File: config.mk
export PLATFORM = sky130hd
export DESIGN_NAME = seg_scan_capture
export DESIGN_NICKNAME = d
export VERILOG_FILES = /design/src/rtl/seg_scan_pkg.sv /design/src/rtl/seg_scan_capture_decode.sv /design/src/rtl/seg_scan_capture.sv
export SDC_FILE = /design/constraint.sdc
export NUM_CORES = 1
export LEC_CHECK = 0
export BUFFER_PORTS_ARGS = -buffer_cell sky130_fd_sc_hd__clkbuf_2
export CAP_MARGIN = 10
export CORE_AREA = 3 3 69 71
export DETAILED_ROUTE_END_ITERATION = 6
export DIE_AREA = 0 0 72 74
export GPL_TIMING_DRIVEN = 0
export PLACE_DENSITY = 0.83
export SETUP_SLACK_MARGIN = 0.15
export SLEW_MARGIN = 20
export SYNTH_ARGS = -nofsm -noshare
export SYNTH_HDL_FRONTEND = slang
export SYNTH_HIERARCHICAL = 1
export SYNTH_SLANG_ARGS = --single-unit
File: constraint.sdc
create_clock -name sclk -period 3.67 [get_ports sclk]
set_input_delay 0.5505 -clock sclk [delete_from_list [all_inputs] [get_ports sclk]]
set_output_delay 0.5505 -clock sclk [all_outputs]
set_load 0.01 [all_outputs]
File: src/rtl/seg_scan_pkg.sv
// seg_scan_pkg: glyph, anode and decode constants plus FSM states for the scan capture
package seg_scan_pkg;
    localparam logic [6:0] GLYPH_0     = 7'b1000000;
    localparam logic [6:0] GLYPH_1     = 7'b1111001;
    localparam logic [6:0] GLYPH_2     = 7'b0100100;
    localparam logic [6:0] GLYPH_3     = 7'b0110000;
    localparam logic [6:0] GLYPH_4     = 7'b0011001;
    localparam logic [6:0] GLYPH_5     = 7'b0010010;
    localparam logic [6:0] GLYPH_6     = 7'b0000010;
    localparam logic [6:0] GLYPH_7     = 7'b1111000;
    localparam logic [6:0] GLYPH_8     = 7'b0000000;
    localparam logic [6:0] GLYPH_9     = 7'b0010000;
    localparam logic [6:0] GLYPH_BLANK = 7'b1111111;
    localparam logic [3:0] AN_LEFT     = 4'b0111;
    localparam logic [3:0] AN_MIDLEFT  = 4'b1011;
    localparam logic [3:0] AN_MIDRIGHT = 4'b1101;
    localparam logic [3:0] AN_RIGHT    = 4'b1110;
    localparam logic [3:0] AN_IDLE     = 4'b1111;
    localparam logic [3:0] DIG_BLANK   = 4'hF;
    localparam logic [3:0] DIG_BAD     = 4'hE;
    typedef enum logic [1:0] {EXP_LEFT, EXP_MIDLEFT, EXP_MIDRIGHT, EXP_RIGHT} state_e;
endpackage

File: src/rtl/seg_scan_capture_decode.sv
// seg_glyph_decode: active-low seven-segment glyph back to a 4-bit digit
module seg_glyph_decode
    import seg_scan_pkg::*;
(
    input  logic [6:0] seg_i,
    output logic [3:0] digit_o
);
    always_comb begin
        case (seg_i)
            GLYPH_0:     digit_o = 4'd0;
            GLYPH_1:     digit_o = 4'd1;
            GLYPH_2:     digit_o = 4'd2;
            GLYPH_3:     digit_o = 4'd3;
            GLYPH_4:     digit_o = 4'd4;
            GLYPH_5:     digit_o = 4'd5;
            GLYPH_6:     digit_o = 4'd6;
            GLYPH_7:     digit_o = 4'd7;
            GLYPH_8:     digit_o = 4'd8;
            GLYPH_9:     digit_o = 4'd9;
            GLYPH_BLANK: digit_o = DIG_BLANK;
            default:     digit_o = DIG_BAD;
        endcase
    end
endmodule

File: src/rtl/seg_scan_capture.sv
// seg_scan_capture: samples the multiplexed an/seg bus and rebuilds left-to-right digit frames
module seg_scan_capture
    import seg_scan_pkg::*;
#(
    parameter int TIMEOUT_CYCLES = 16
) (
    input  logic       sclk,
    input  logic       reset,
    input  logic [6:0] seg,
    input  logic [3:0] an,
    output logic [3:0] dleft,
    output logic [3:0] dmidleft,
    output logic [3:0] dmidright,
    output logic [3:0] dright,
    output logic       frame_done,
    output logic       valid,
    output logic       seq_err,
    output logic       glyph_err
);
    localparam int CW = $clog2(TIMEOUT_CYCLES + 1);

    state_e          state_q, state_d;
    logic [2:0][3:0] shadow_q, shadow_d;
    logic [3:0][3:0] dig_q, dig_d;
    logic [CW-1:0]   cnt_q, cnt_d;
    logic            valid_q, valid_d, frame_done_q, frame_done_d;
    logic            seq_err_q, seq_err_d, glyph_err_q, glyph_err_d;
    logic [3:0]      dec;
    logic [1:0]      slot, prev;
    logic            idle, one_hot, accept;

    seg_glyph_decode u_decode (.seg_i(seg), .digit_o(dec));

    assign idle    = an == AN_IDLE;
    assign one_hot = $countones(~an) == 1;
    assign slot    = !an[3] ? 2'd0 : !an[2] ? 2'd1 : !an[1] ? 2'd2 : 2'd3;
    // Slot accepted just before the expected one; only meaningful mid-frame.
    assign prev    = 2'(state_q) - 2'd1;

    always_comb begin
        state_d      = state_q;
        shadow_d     = shadow_q;
        dig_d        = dig_q;
        valid_d      = valid_q;
        frame_done_d = 1'b0;
        seq_err_d    = 1'b0;
        glyph_err_d  = 1'b0;
        accept       = 1'b0;
        cnt_d        = !idle ? '0 : cnt_q == CW'(TIMEOUT_CYCLES) ? cnt_q : cnt_q + 1'b1;
        if (idle) begin
            if (cnt_d == CW'(TIMEOUT_CYCLES)) begin
                valid_d = 1'b0;
                state_d = EXP_LEFT;
            end
        end else if (!one_hot) begin
            seq_err_d = 1'b1;
            state_d   = EXP_LEFT;
        end else if (slot == 2'(state_q)) begin
            accept  = 1'b1;
            state_d = state_e'(2'(state_q) + 2'd1);
            if (state_q == EXP_RIGHT) begin
                dig_d        = {dec, shadow_q};
                frame_done_d = 1'b1;
                valid_d      = 1'b1;
            end
        end else if (state_q != EXP_LEFT && slot == prev) begin
            accept = 1'b1;
        end else if (state_q != EXP_LEFT) begin
            seq_err_d = 1'b1;
            accept    = slot == 2'd0;
            state_d   = slot == 2'd0 ? EXP_MIDLEFT : EXP_LEFT;
        end
        for (int i = 0; i < 3; i++)
            if (accept && slot == 2'(i)) shadow_d[i] = dec;
        glyph_err_d = accept && dec == DIG_BAD;
    end

    always_ff @(posedge sclk or posedge reset) begin
        if (reset) begin
            state_q      <= EXP_LEFT;
            shadow_q     <= {3{DIG_BLANK}};
            dig_q        <= {4{DIG_BLANK}};
            cnt_q        <= '0;
            valid_q      <= 1'b0;
            frame_done_q <= 1'b0;
            seq_err_q    <= 1'b0;
            glyph_err_q  <= 1'b0;
        end else begin
            state_q      <= state_d;
            shadow_q     <= shadow_d;
            dig_q        <= dig_d;
            cnt_q        <= cnt_d;
            valid_q      <= valid_d;
            frame_done_q <= frame_done_d;
            seq_err_q    <= seq_err_d;
            glyph_err_q  <= glyph_err_d;
        end
    end

    assign dleft      = dig_q[0];
    assign dmidleft   = dig_q[1];
    assign dmidright  = dig_q[2];
    assign dright     = dig_q[3];
    assign frame_done = frame_done_q;
    assign valid      = valid_q;
    assign seq_err    = seq_err_q;
    assign glyph_err  = glyph_err_q;
endmodule

==> results.sh <==
export IMPL_postRouteAntennaNets=0
export IMPL_synth_cells=190
export IMPL_cts_sinks=39
export IMPL_rsz0062_at_grt="no"
export IMPL_yosysUniqueCellTypes=54
export IMPL_cts_buffers=5
export IMPL_cap_violations=0
export IMPL_synthFlopType="dfstp_2"
export IMPL_drt_vias_per_instance=5.773
export IMPL_setup_violations=0
export IMPL_rr_startpoint="state_q[0]"
export IMPL_seq_area_frac_synth=0.4570
export IMPL_async_reset_ff_frac=1.000
export IMPL_fmax_mhz=353.3
export IMPL_status="completed"
export IMPL_grt_pass1_wl_um=7051
export IMPL_reg2reg_setup_slack_ns=1.18
export IMPL_path_max_fanout=10
export IMPL_coreArea_um2=4294
export IMPL_areaGrowthSynthToFinish_pct=13.01
export IMPL_netlist_area_um2=2212
export IMPL_track_usage=0.1698
export IMPL_cp_data_required_time_ns=3.89
export IMPL_fin_crit_ns=2.830
export IMPL_peakVddDrop_uv=166.5
export IMPL_tightest_slew_ns=0.7444
export IMPL_drt_iter0_markers=173
export IMPL_total_power_mw=0.9910
export IMPL_cpLargestDelayFamily="adder cells"
export IMPL_grt_pass1_vias=1508
export IMPL_crit_chain="clkbuf_2 -> fa_1 -> inv_1 -> ha_1 -> ha_1 -> nor2_1 -> nand2_1 -> nor2_1 -> and3_1 -> buf_6 -> buf_8 -> mux2_2"
export IMPL_cts_path_max_buffers=2
export IMPL_ff2ff_path_depth=7
export IMPL_utilization=0.5822
export IMPL_post_cts_buffers=0
export IMPL_final_setup_tns_ns=0
export IMPL_start_util=0.5152
export IMPL_hold_buffers=0
export IMPL_diodes=0
export IMPL_synth_edf_count=0
export IMPL_gp_congestion=0.9106
export IMPL_clkLatencyLatePin_ns=0.29
export IMPL_dpl_cell_area_um2=2412
export IMPL_multi_input_area_um2=1087
export IMPL_syn_avg_cell_area_um2=11.64
export IMPL_final_cell_area_um2=2500
export IMPL_cts_tree="yes"
export IMPL_grt_overflow_total=0
export IMPL_cp_num_buf_inv=4
export IMPL_die_w_um=72
export IMPL_ctsResizeCount=0
export IMPL_antenna_found_initial=0
export IMPL_hp_class="in -> async"
export IMPL_relSlewSlack=0.5030
export IMPL_wire_per_inst_um=14.88
export IMPL_grt_max_degree=40
export IMPL_std_cell_rows=24
export IMPL_synth_seq_cells=39
export IMPL_hpwlAfterDp_um=3066
export IMPL_fillCellCount=384
export IMPL_root_buffer="clkbuf_8"
export IMPL_cpMaxStageDelayCell="fa_1"
export IMPL_slew_violations=0
export IMPL_start_kind="input pin"
export IMPL_synth_fp_nets=211
export IMPL_power_leakage_nw=1.081
export IMPL_drc_errors=0
export IMPL_worst_path_largest_cell_delay_ns=0.54
export IMPL_drive_gt1_frac=0.4844
export IMPL_nNetsFinal=245
export IMPL_htreeDepth=2
export IMPL_final_seq_area_um2=1011
export IMPL_die_h_um=74
export IMPL_io_buffers=27
export IMPL_drt_wl_total_um=4122
export IMPL_hold_viol=0
export IMPL_path_class="in -> reg"
export IMPL_fin_worst_skew_ns=0.004866
export IMPL_drtPass1Iterations=4
export IMPL_ys_warn_count=6
export IMPL_period_share=0.7712
export IMPL_clk_pin_slew_ns=0.08
export IMPL_end_kind="register"
export IMPL_cp_arrival_ns=3.05
export IMPL_dieArea_um2=5328
export IMPL_p_per_area_nw_per_um2=396.4
export IMPL_pin_count=33
export IMPL_r2r_end="shadow_q[8]"
export IMPL_vias=1599
[registers in the layout (all words and copies together) (netlist names)]
register / cells
valid: 1
dmidleft: 4
seq_err: 1
dmidright: 4
dleft: 4
dright: 4
frame_done: 1
glyph_err: 1
shadow_q: 12
cnt_q: 5
state_q: 2
[synthesized netlist by cell type, drive strengths merged, types with 3 or more instances]
master | instances | area [um^2]
dfstp | 28 | 735.7
mux2 | 28 | 322.8
dfrtp | 11 | 275.3
inv | 10 | 37.53
nand3 | 9 | 45.04
nor2 | 9 | 33.78
a21oi | 7 | 38.79
buf | 7 | 72.56
ha | 7 | 87.58
nand2 | 7 | 26.28
nand2b | 7 | 43.79
o21ai | 6 | 33.78
and3 | 4 | 25.02
nor3 | 4 | 20.02
nor4 | 4 | 25.02
xor2 | 4 | 35.03
a211oi | 3 | 27.52
[worst register-to-register path: cells and delay by family, from the launching register on]
family          cells  cell delay (ns)
compound gates      3             0.80
fa+ha+maj           1             0.39
buf+inv             1             0.10
flops               1             0.53
mux                 1             0.39
simple gates        1             0.22
[how the worst max path moves through the flow]
stage / startpoint / to / slack (ns) / cells past startpoint
floorplan: an[0] / dmidleft[0] / 0.95 / 11
global placement: an[1] / dright[1] / 0.61 / 12
detailed placement: an[1] / shadow_q[3] / 0.53 / 9
CTS: an[1] / shadow_q[0] / 0.83 / 9
global route: an[1] / shadow_q[3] / 0.70 / 9
finish: an[1] / dmidright[0] / 0.84 / 12
[layout make-up]
type,instances,area share
plain buffers,8,0.03053
clock buffers,5,0.02753
clock inverters,3,0.007508
inverters,10,0.01502
multi-input cells,133,0.4349
flip-flops and latches,39,0.4044
well taps,52,0.02603
repair buffers,27,0.05405
[through the flow]
step	worst slack, ns	hold slack [ns]	instances
final	0.8398	0.3696	277
after global routing	0.7017	0.4340	277
after CTS	0.8308	0.3847	277
after detailed placement	0.5289	0.5347	269
after global placement	0.6124	0.5211	269
after floorplan	0.9506	0.5311	190
[where the power goes]
| part | switching [mW] | internal (mW) |
|---|---|---|
| registers | 0.0296 | 0.520 |
| clock network | 0.151 | 0.133 |
| logic | 0.0831 | 0.0748 |
| total | 0.264 | 0.727 |
[cell families after synthesis]
group,synth area share
muxes,0.1459
DFF,0.4570
xor gates and xnor gates,0.01980
AOI/OAI and AO/OA,0.1103
adders and majority gates,0.04864
buffers and inverters,0.05146
and+or+nand+nor,0.1669
[layout by cell type, fill, tap and decap left out, drive strengths merged, types with 2 or more instances in the layout]
cell / instances
a2111oi: 2
a211oi: 3
a21oi: 7
and3: 4
buf: 7
clkbuf: 33
dfrtp: 11
dfstp: 28
ha: 7
inv: 11
mux2: 28
nand2: 7
nand2b: 7
nand3: 9
nand3b: 2
nand4: 2
nand4b: 2
nand4bb: 2
nor2: 9
nor3: 4
nor4: 4
o21ai: 6
o221ai: 2
o311ai: 2
or3: 2
or3b: 2
xor2: 4
[per-layer routing]
| layer | track usage | routed length, um | share of wire | vias to the layer above |
|---|---|---|---|---|
| met5 | 0 | 0 | 0 | - |
| met4 | 0.06681 | 74 | 0.018 | 0 |
| met3 | 0.03919 | 203 | 0.049 | 6 |
| met2 | 0.2684 | 1973 | 0.48 | 43 |
| met1 | 0.2286 | 1871 | 0.45 | 777 |
| li1 | - | - | - | 773 |
No activity file was read; power rests on OpenSTA's default activity.
